==> src/rtl/fsm_pkg.sv <==
// Shared types and elaboration helpers for the serial pattern FSM library.
// The generator and its serializer sub-module both import this package.
package fsm_pkg;

  typedef enum logic [1:0] {
    ST_IDLE,
    ST_SEND,
    ST_GAP,
    ST_DONE
  } pg_state_t;

  // Returns the length of the longest proper prefix of the w-bit pattern that is also its suffix.
  function automatic int max_overlap(input logic [31:0] pat, input int w);
    int best;
    logic match;
    best = 0;
    for (int k = 1; k < w; k++) begin
      match = 1'b1;
      for (int j = 0; j < k; j++) begin
        if (pat[w - k + j] != pat[j]) match = 1'b0;
      end
      if (match) best = k;
    end
    return best;
  endfunction

endpackage

==> src/rtl/pattern_serializer.sv <==
// Walks a bit index through PAT from MSB to LSB and presents PAT[idx].
// When a pattern ends, idx restarts at the top or just below the shared overlap.
module pattern_serializer
  import fsm_pkg::*;
#(
  parameter int               PAT_W = 3,
  parameter logic [PAT_W-1:0] PAT   = 3'b101,
  parameter int               OVL   = 1
) (
  input  logic clk,
  input  logic rst,
  input  logic i_load,
  input  logic i_step,
  input  logic i_ovl,
  output logic o_bit,
  output logic o_lastBit
);

  localparam int IDX_W = $clog2(PAT_W);
  localparam logic [IDX_W-1:0] IDX_TOP = IDX_W'(PAT_W - 1);
  localparam logic [IDX_W-1:0] IDX_OVL = IDX_W'(PAT_W - 1 - OVL);

  logic [IDX_W-1:0] r_idx;

  always_ff @(posedge clk) begin
    if (rst) begin
      r_idx <= IDX_TOP;
    end else if (i_load) begin
      r_idx <= IDX_TOP;
    end else if (i_step) begin
      if (r_idx == '0) r_idx <= i_ovl ? IDX_OVL : IDX_TOP;
      else             r_idx <= r_idx - IDX_W'(1);
    end
  end

  assign o_bit     = PAT[r_idx];
  assign o_lastBit = (r_idx == '0);

endmodule

==> src/rtl/pattern_gen.sv <==
// Serial pattern transmitter: sends PAT a latched number of times with optional
// zero gaps or prefix/suffix overlap. All outputs are registered state decodes.
module pattern_gen
  import fsm_pkg::*;
#(
  parameter int               PAT_W = 3,
  parameter logic [PAT_W-1:0] PAT   = 3'b101,
  parameter int               CNT_W = 8,
  parameter int               GAP_W = 4
) (
  input  logic             clk,
  input  logic             rst,
  input  logic             start,
  input  logic [CNT_W-1:0] reps,
  input  logic [GAP_W-1:0] gap,
  input  logic             overlap,
  output logic             signal,
  output logic             sig_valid,
  output logic             pat_end,
  output logic             busy,
  output logic             done
);

  localparam int OVL = max_overlap(32'(PAT), PAT_W);

  pg_state_t        r_state;
  logic [CNT_W-1:0] r_remaining;
  logic [GAP_W-1:0] r_gapLen;
  logic [GAP_W-1:0] r_gapCnt;
  logic             r_ovl;
  logic             r_signal;
  logic             r_sigValid;
  logic             r_patEnd;
  logic             r_busy;
  logic             r_done;

  logic w_load;
  logic w_step;
  logic w_bit;
  logic w_lastBit;

  assign w_load = (r_state == ST_IDLE) && start && (reps != '0);
  assign w_step = (r_state == ST_SEND);

  pattern_serializer #(
    .PAT_W (PAT_W),
    .PAT   (PAT),
    .OVL   (OVL)
  ) u_serializer (
    .clk       (clk),
    .rst       (rst),
    .i_load    (w_load),
    .i_step    (w_step),
    .i_ovl     (r_ovl),
    .o_bit     (w_bit),
    .o_lastBit (w_lastBit)
  );

  // Output registers mirror the state being left, so each bit appears one edge after its state.
  always_ff @(posedge clk) begin
    if (rst) begin
      r_state     <= ST_IDLE;
      r_remaining <= '0;
      r_gapLen    <= '0;
      r_gapCnt    <= '0;
      r_ovl       <= 1'b0;
      r_signal    <= 1'b0;
      r_sigValid  <= 1'b0;
      r_patEnd    <= 1'b0;
      r_busy      <= 1'b0;
      r_done      <= 1'b0;
    end else begin
      r_signal   <= (r_state == ST_SEND) && w_bit;
      r_sigValid <= (r_state == ST_SEND) || (r_state == ST_GAP);
      r_patEnd   <= (r_state == ST_SEND) && w_lastBit;
      r_busy     <= (r_state == ST_SEND) || (r_state == ST_GAP);
      r_done     <= (r_state == ST_DONE);

      case (r_state)
        ST_IDLE: begin
          if (start) begin
            if (reps != '0) begin
              r_remaining <= reps;
              r_gapLen    <= gap;
              // Overlap is meaningless once a gap separates patterns.
              r_ovl       <= overlap && (gap == '0);
              r_state     <= ST_SEND;
            end else begin
              r_state <= ST_DONE;
            end
          end
        end
        ST_SEND: begin
          if (w_lastBit) begin
            r_remaining <= r_remaining - CNT_W'(1);
            if (r_remaining == CNT_W'(1)) begin
              r_state <= ST_DONE;
            end else if (r_gapLen != '0) begin
              r_gapCnt <= r_gapLen;
              r_state  <= ST_GAP;
            end
          end
        end
        ST_GAP: begin
          r_gapCnt <= r_gapCnt - GAP_W'(1);
          if (r_gapCnt == GAP_W'(1)) r_state <= ST_SEND;
        end
        ST_DONE: begin
          r_state <= ST_IDLE;
        end
        default: begin
          r_state <= ST_IDLE;
        end
      endcase
    end
  end

  assign signal    = r_signal;
  assign sig_valid = r_sigValid;
  assign pat_end   = r_patEnd;
  assign busy      = r_busy;
  assign done      = r_done;

endmodule

==> config.mk <==
export PLATFORM = sky130hd
export DESIGN_NAME = pattern_gen
export DESIGN_NICKNAME = d
export VERILOG_FILES = /design/src/rtl/fsm_pkg.sv /design/src/rtl/pattern_serializer.sv /design/src/rtl/pattern_gen.sv
export SDC_FILE = /design/constraint.sdc
export NUM_CORES = 1
export LEC_CHECK = 0
export CAP_MARGIN = 30
export CORE_MARGIN = 2
export CORE_UTILIZATION = 49
export CTS_CLUSTER_SIZE = 28
export DETAILED_ROUTE_END_ITERATION = 7
export PLACE_DENSITY = 0.78
export SETUP_SLACK_MARGIN = 0.02
export SYNTH_ARGS = -nofsm -noshare
export SYNTH_HDL_FRONTEND = slang
export SYNTH_SLANG_ARGS = --single-unit
export TNS_END_PERCENT = 100
==> constraint.sdc <==
create_clock -name clk -period 1.65 [get_ports clk]
set_input_delay 0.165 -clock clk [delete_from_list [all_inputs] [get_ports clk]]
set_output_delay 0.165 -clock clk [all_outputs]
set_load 0.02 [all_outputs]
* Word level (Yosys, flattened, before mapping)
Index checks and enable logic that the tools add are counted.
Word-level totals: output and inout port bits 5, bits of input ports 16, flip-flop bits (word level) 25, logic and storage cells 63
Cells by class: mux-type cells 19, magnitude comparators 1, add/subtract/negate cells 3, reductions and logical operators 18, eq/ne operators 12
Operators by type and width (count):
- $mux W8 | 3
- $mux W2 | 8
- $pmux W8 S2 | 1
- $mux W4 | 3
- $reduce_and A4 Y1 | 3
- $eq A8 B1 Y1 const B | 1
- $ne A2 B2 Y1 const B | 4
- $pmux W2 S4 | 1
- $pmux W4 S2 | 1
- $reduce_bool A8 Y1 | 1
- $sub A8 B1 Y8 const B | 1
- $logic_and A1 B1 Y1 | 5
- $eq A2 B2 Y1 const B | 2
- $eq A4 B1 Y1 const B | 1
- $logic_not A2 Y1 | 2
- $logic_not A4 Y1 | 1
- $ne A2 B1 Y1 const B | 2
- $reduce_bool A2 Y1 | 2
- $reduce_bool A4 Y1 | 1
- $sub A4 B1 Y4 const B | 1
- $lt A2 B3 Y1 const B | 1
- $ne A3 B3 Y1 const B | 1
- $reduce_and A3 Y1 | 1
- $bmux W1 S2 | 1
- other kinds (5) | 5

* Longest topological paths before layout
depth after elaboration 5, gate-level depth with buffers 7, gate-level depth less buffers 6

* By module
Synthesis repeated with hierarchy kept, for this count alone.
Unflattened totals: cells, all modules 168, area total of the unflattened synthesis 1465.2 um^2
Modules (own cells, without submodules):
- pattern_gen | times used 1, area an instance 1368.8 um^2, cells an instance 156, sequential area each 460.4 um^2
- pattern_serializer | times used 1, area an instance 96.3 um^2, cells an instance 12, sequential area each 40.0 um^2

* Worst setup path after synthesis
OpenSTA, ideal clock, no wires.
path type flip-flop to flip-flop, start reg r_state[1], end reg r_gapCnt[0], buffers on the path 0, cell stages (with the launch flop) 7, library setup time 0.122 ns, path slack -0.054 ns, arrival 1.582 ns, required time 1.528 ns, period minus slack after synthesis 1.704 ns, cell sequence dfxtp_1 inv_1 ha_1 o21ai_1 o311ai_2 or2_4 o311a_1
Between the ends: word-level cells in the longest chain between the ends 3, elaborated cells between the ends (all ways) 8, classes of those cells eq/ne (5); mux (1); reduce/logical (2)
RTL lines:
- from (decl) | RTL line pattern_gen.sv:26 | pg_state_t r_state;
- from (signal assigned) | RTL line pattern_gen.sv:62 | r_state <= ST_IDLE;
- from (signal assigned) | RTL line pattern_gen.sv:87 | r_state <= ST_SEND;
- from (signal assigned) | RTL line pattern_gen.sv:89 | r_state <= ST_DONE;
- $eq A2 B1 Y1 / $eq A2 B2 Y1 (equally long branches) | RTL line pattern_gen.sv:79 | case (r_state)
- $ne A2 B2 Y1 (no source line) / $reduce_bool A2 Y1 (equally long branches)
- $reduce_and A4 Y1 (no source line)
- to (signal assigned) | RTL line pattern_gen.sv:99 | r_gapCnt <= r_gapLen;
- to (signal assigned) | RTL line pattern_gen.sv:105 | r_gapCnt <= r_gapCnt - GAP_W'(1);
- to (decl) | RTL line pattern_gen.sv:29 | logic [GAP_W-1:0] r_gapCnt;
Several ways; a longest one is shown, not always the timed one. A chain may end at the register's enable or synchronous reset.

* Worst setup path in the final report
start reg r_state[1], end reg r_remaining[6]
Between the ends: word-level cells in the longest chain between the ends 3, elaborated cells between the ends (all ways) 8, classes of those cells eq/ne (4); mux (1); reduce/logical (3)
RTL lines:
- $eq A2 B1 Y1 / $logic_not A2 Y1 (equally long branches) | RTL line pattern_gen.sv:79
- $ne A2 B2 Y1 (no source line) (tied with other cells)
- $reduce_and A4 Y1 (no source line)
- to (signal assigned) | RTL line pattern_gen.sv:83 | r_remaining <= reps;
- to (signal assigned) | RTL line pattern_gen.sv:95 | r_remaining <= r_remaining - CNT_W'(1);
- to (decl) | RTL line pattern_gen.sv:27 | logic [CNT_W-1:0] r_remaining;
Several ways; a longest one is shown, not always the timed one.

==> qor.csv <==
metric,value,unit
"Min Clock Period, post-route",1.68,ns
clock sink count,25,
vias in the first global route,1633,
"EDFF count, synth",0,
"Net Count, Synth",203,
Critical Path Source Type,flop,
H-Tree Depth,1,
hold depth,3,
port bufs,20,
Pre-antenna DRT Iters,4,
post-synth top area share,0.324,
CTS root buffer,clkbuf_4,
met3 GRT Util,0.0411,
CP Capture Type,flop,
syn_area_per_cell,8.67,um^2
Power Dens Cells,1700,mW/mm^2
Layout Skew,0.00556,ns
die height,60.1,um
count of final max-slew check failures,0,
normalized max-slew margin,0.684,
Max VDD drop,0.000725,V
initial antenna violation count,0,
Layout Nets,257,
final setup violation count,2,
RD Place Congestion,0.974,
GRT Residual Overflow,0,
min-delay src,overlap,
"Arr. time, crit path",1.93,ns
core area,0.00303,mm^2
Static Leakage,0.858,nW
io pins,21,
outcome,"complete, but fails checks",
Synth cell types,52,
FMAX,594,MHz
clk_lat worst skew,0.33,ns
RR Endpoint,r_remaining[6]$_SDFFE_PP0P_,
Post-DP Area,0.00198,mm^2
failing checks,setup timing,
post-synth top area cell,dfxtp_1,
GR Util met1,0.316,
post-route insts no fill,275,
most frequent cells in the layout,"29 x buf_4, 21 x nor2_1, 21 x dfxtp_1",
mapped cell area,0.00154,mm^2
layout cells sized above 1,0.377,
Synth area leaders,"dfxtp_1 32%, ha_1 7.3%, nor2_1 5.4%",
WP data required,1.90,ns
"most common cell after layout, fill and taps aside",buf_4,
Post-Place Worst Slack,-0.213,ns
GRT busiest layer,met2,
Vias,1647,
Die Width,60.1,um
Worst-path clk slew,0.15,ns
Final Hold Vio Count,0,
pin count of the biggest net entering global routing,15,
number of vias per cell,5.99,
Bufs on Longest Clock Path,2,
Synth Flop Type,dfxtp_1,
"antenna viol nets, final",0,
sequential cell area fraction in the yosys report,0.324,
cells on worst reg2reg path,8,
die area,0.00361,mm^2
CP Class,reg2reg,
CP startpoint,r_state[1]$_SDFFE_PP0P_,
Routed WL,5050,um
Synth Instances,178,
DRT iter0 DRCs,169,
placed cell count,264,
Synth Warn #,0,
Hold Path Sink,r_ovl$_SDFFE_PP0P_,
Initial Util,0.510,
GRT Total Usage,0.266,
per-cell routed wire length,18.4,um
DRC violations left,0,
hold crit path type,in2reg,
hpwl dp,3260,um
max-cap violations,0,
FF-to-FF setup slack,-0.03,ns
first-pass GRT wire length,7250,um
Final Cycle Share,1.02,
CTS tree,built,
met2 Usage GRT,0.464,
worst slew pin tran,0.470,ns
RSZ-0062 raised after global routing,yes,
Post-synth ARST share,0,
CTS Buf Count,3,
CP max FO,8,
Finished Cell Area,0.00231,mm^2
Worst Slack Setup Final,-0.0321,ns
r2r startpoint,r_state[1]$_SDFFE_PP0P_,
"FF+latch count, synth",25,
FP Rows,20,
Area Growth Syn to Fin,49.9,%
n_diodes,0,
## what timing repair did
item,in CTS,in global routing
setup buffers,3,4
endpoints found under the setup margin,18,18
pin swaps,4,7
hold endpoints to repair,0,0
gates resized for setup,21,30
hold buffers,0,0
## how the worst max path moves through the flow
stage,slack (ns),endpoint
after floorplan,0.03,r_remaining[3]$_SDFFE_PP0P_
after global placement,-0.17,r_remaining[7]$_SDFFE_PP0P_
after detailed placement,-0.21,r_gapLen[0]$_SDFFE_PP0P_
after CTS,0.01,r_state[0]$_SDFFE_PP0P_
after global routing,-0.07,r_remaining[6]$_SDFFE_PP0P_
final,-0.03,r_remaining[6]$_SDFFE_PP0P_
## per-stage QoR
step / power (W) / hold WS (ns) / util / setup TNS, ns
2_1_floorplan: 0.00218 / 0.312 / - / 0
3_3_place_gp: 0.00284 / 0.479 / 0.655 / -1.31
3_5_place_dp: 0.00293 / 0.477 / 0.655 / -2.05
4_1_cts: 0.00348 / 0.396 / 0.710 / 0
5_1_grt: 0.00414 / 0.421 / 0.764 / -0.298
6_report: 0.00393 / 0.395 / 0.764 / -0.0512
## kinds of logic after synthesis
group | Yosys count | synth area share
AO/OA/AOI/OAI | 56 | 0.276
AND/OR/NAND/NOR | 63 | 0.243
multiplexers | 4 | 0.0260
buffers and inverters | 21 | 0.0584
flip-flops | 25 | 0.324
adder cells (fa/ha/maj) | 9 | 0.0730
## per-layer routing
metal / wire (um) / up-vias
met4: 116 / 0
met2: 2560 / 76
met5: 0 / -
met3: 252 / 13
met1: 2120 / 789
li1: - / 769
## power by group
group | total [W] | internal (W) | switching (W)
logic | 0.00261 | 0.00122 | 0.00140
clock network | 0.000293 | 0.0000913 | 0.000202
registers | 0.00103 | 0.000796 | 0.000232
## worst max-delay path, stage by stage, from the launching register on
cell and delay [ns]:
dfxtp_2 0.39, inv_4 0.06, ha_4 0.20, buf_6 0.14, buf_4 0.14, and2_1 0.15, a32oi_1 0.26, nor4_1 0.08
a31o_1 0.19
## cell type report
cell class / count / area, um^2
sequential: 25 / 508
fill: 208 / 716
multi-input combinational: 132 / 1160
timing repair buffer: 55 / 494
clock buffer: 3 / 22.5
inverter: 15 / 62.6
tap: 44 / 55.1
clock inverter: 1 / 5.00
## sequential cells by signal, summed over array words and instances (netlist names)
signal,flops
done,1
u_serializer.r_idx,2
r_remaining,8
r_ovl,1
r_gapLen,4
busy,1
pat_end,1
r_gapCnt,4
r_state,2
signal,1
## synthesized netlist by cell type (2+ instances only)
library cell	n
nor2b_1	6
nor4_4	2
ha_1	9
a31o_2	2
inv_1	15
nand2b_1	3
o211ai_1	3
o31ai_1	7
mux2i_1	4
or3_1	3
a211oi_1	2
nand2_1	4
o21ai_1	3
a31oi_1	2
nor4_1	3
a21oi_1	14
dfxtp_1	25
nand3_1	4
and3_1	2
nor2_1	22
nor3_1	4
o311ai_0	3
clkbuf_1	4
o21ai_0	4
Power figures use the tool's default switching activity.
==> RTL edit: new RTL, same flow settings <==
Make the reset (`rst`) asynchronous in 2 clocked blocks.
--- a/src/rtl/pattern_serializer.sv
+++ b/src/rtl/pattern_serializer.sv
@@ -22,7 +22,7 @@
 
   logic [IDX_W-1:0] r_idx;
 
-  always_ff @(posedge clk) begin
+  always_ff @(posedge clk or posedge rst) begin
     if (rst) begin
       r_idx <= IDX_TOP;
     end else if (i_load) begin
--- a/src/rtl/pattern_gen.sv
+++ b/src/rtl/pattern_gen.sv
@@ -57,7 +57,7 @@
   );
 
   // Output registers mirror the state being left, so each bit appears one edge after its state.
-  always_ff @(posedge clk) begin
+  always_ff @(posedge clk or posedge rst) begin
     if (rst) begin
       r_state     <= ST_IDLE;
       r_remaining <= '0;
Behaviour: differs if rst is asserted again (counterexample within 4 cycles, from zero or initial values and one cycle with rst high); with rst held inactive, the same outputs for 10 cycles.
==> RTL edit against the unedited design <==
The flow still finishes with violations (negative setup slack). Cell count shrank 15%. Die area decreased by 6.5%. Utilization shrank 0.16 points. Design area shrank 8.3%. Clock skew is 3.1 ps lower. Critical path depth shrank 2. Wire length is 23% lower. Sequential cell count stayed put. Synthesized area is 7.0% lower. Maximum frequency shrank 12%. Synthesized cell count down 17%. Sequential share of layout area rose by 7.6 points. Worst setup slack got worse by 230 ps. Total power rose by 7.6%. Critical path type unchanged. Critical endpoint is now r_state[1]$_DFFE_PP0P_. Largest cell class unchanged.
==> RTL edit: results <==
[logic_synthesis]
syn_nets = 171
synth_area_leaders = "dfrtp_1, ha_1, o21ai_0"
yosysSeqAreaShare_pct = 43.7
synthCells = 147
synth_cell_types = 41
ys_async_sr_fraction_pct = 100

[critical_path]
crit_path_max_incr_delay_ps = 460
path_max_fanout = 2
r2r_start = "r_state[1]$_DFFE_PP0P_"
crit_arrival_ps = 2130
critPathLaunch = "r_state[1]$_DFFE_PP0P_"
cp_top_family = "simple AND/OR/NAND/NOR gates"

[run_status]
status = "finished, violations left"
violations = "negative setup slack"

[clocking]
cts_resized = 35

[sta]
setup_viol = 14
setup_tns_ps = -1230
setup_ws_ps = -259
whs_ps = 176
tightest_slew_ps = 342
finClkSkew_ps = 2.42

[finish]
stdcell_count = 233
drive_gt1_share_pct = 38.1

[routing]
wl_met2_mm = 1.95
drt_wl_total_mm = 3.91
met1_length_mm = 1.77
met3_length_um = 133
vias_per_cell = 5.81

[place]
routabilityCongestion = 0.943
place_area_um2 = 1920

[pwr]
ir_drop_v = 0.00154
internal_power_mw = 2.50

[global_routing]
grt_first_pass_wirelength_mm = 6.49
grt_max_degree = 26

[min_path]
min_path_type = "primary input to async pin"
-- RTL edit: changes by cell type after synthesis, sizes merged, moves of 5 or more --
cell	unedited run	this run
dfxtp	25	0
dfrtp	0	24
nor2	22	4
a21oi	14	8
mux2	0	6
o21ai	7	12
o31ai	7	2
-- RTL edit: worst max path at each step --
stage / to / slack, ps / depth (start not counted)
final: r_state[1]$_DFFE_PP0P_ / -260 / 6
after floorplan: r_state[1]$_DFFE_PP0P_ / -260 / 6
after CTS: r_state[1]$_DFFE_PP0P_ / -280 / 6
after detailed placement: r_state[1]$_DFFE_PP0P_ / -290 / 6
after global placement: r_state[1]$_DFFE_PP0P_ / -230 / 6
after global routing: r_state[1]$_DFFE_PP0P_ / -320 / 6
-- RTL edit: cell families (layout without fill, tap and decap cells) --
group / Yosys count / in the layout / synth area share, %
AOI/OAI and AO/OA: 42 / 42 / 18.4
adders and majority gates: 8 / 8 / 6.97
buffers and inverters: 17 / 72 / 4.71
DFF: 25 / 25 / 43.7
muxes: 9 / 9 / 7.32
and+or+nand+nor: 46 / 46 / 18.9
-- RTL edit: power groups by stage --
stage          sequential [mW]  clock [mW]  combinational (mW)
2_1_floorplan             1.16           0                1.34
3_3_place_gp              1.11           0                2.22
3_5_place_dp              1.13           0                2.33
4_1_cts                   1.14       0.281                2.69
5_1_grt                   1.19       0.308                3.03
6_report                  1.16       0.279                2.80
-- RTL edit: area by class of cell --
class	instances	area, µm²
Timing Repair Buffer	57	500
Fill cell	172	662
Clock buffer	4	26.3
Sequential cell	25	627
Inverter	11	41.3
Multi-Input combinational cell	105	886
Tap cell	31	38.8
-- RTL edit: per-layer routing --
layer  vias to the layer above  global-route usage (%)
li1                        654                       -
met1                       657                    33.6
met2                        34                    42.0
met3                         8                    3.13
met4                         0                    11.3
met5                         -                       0
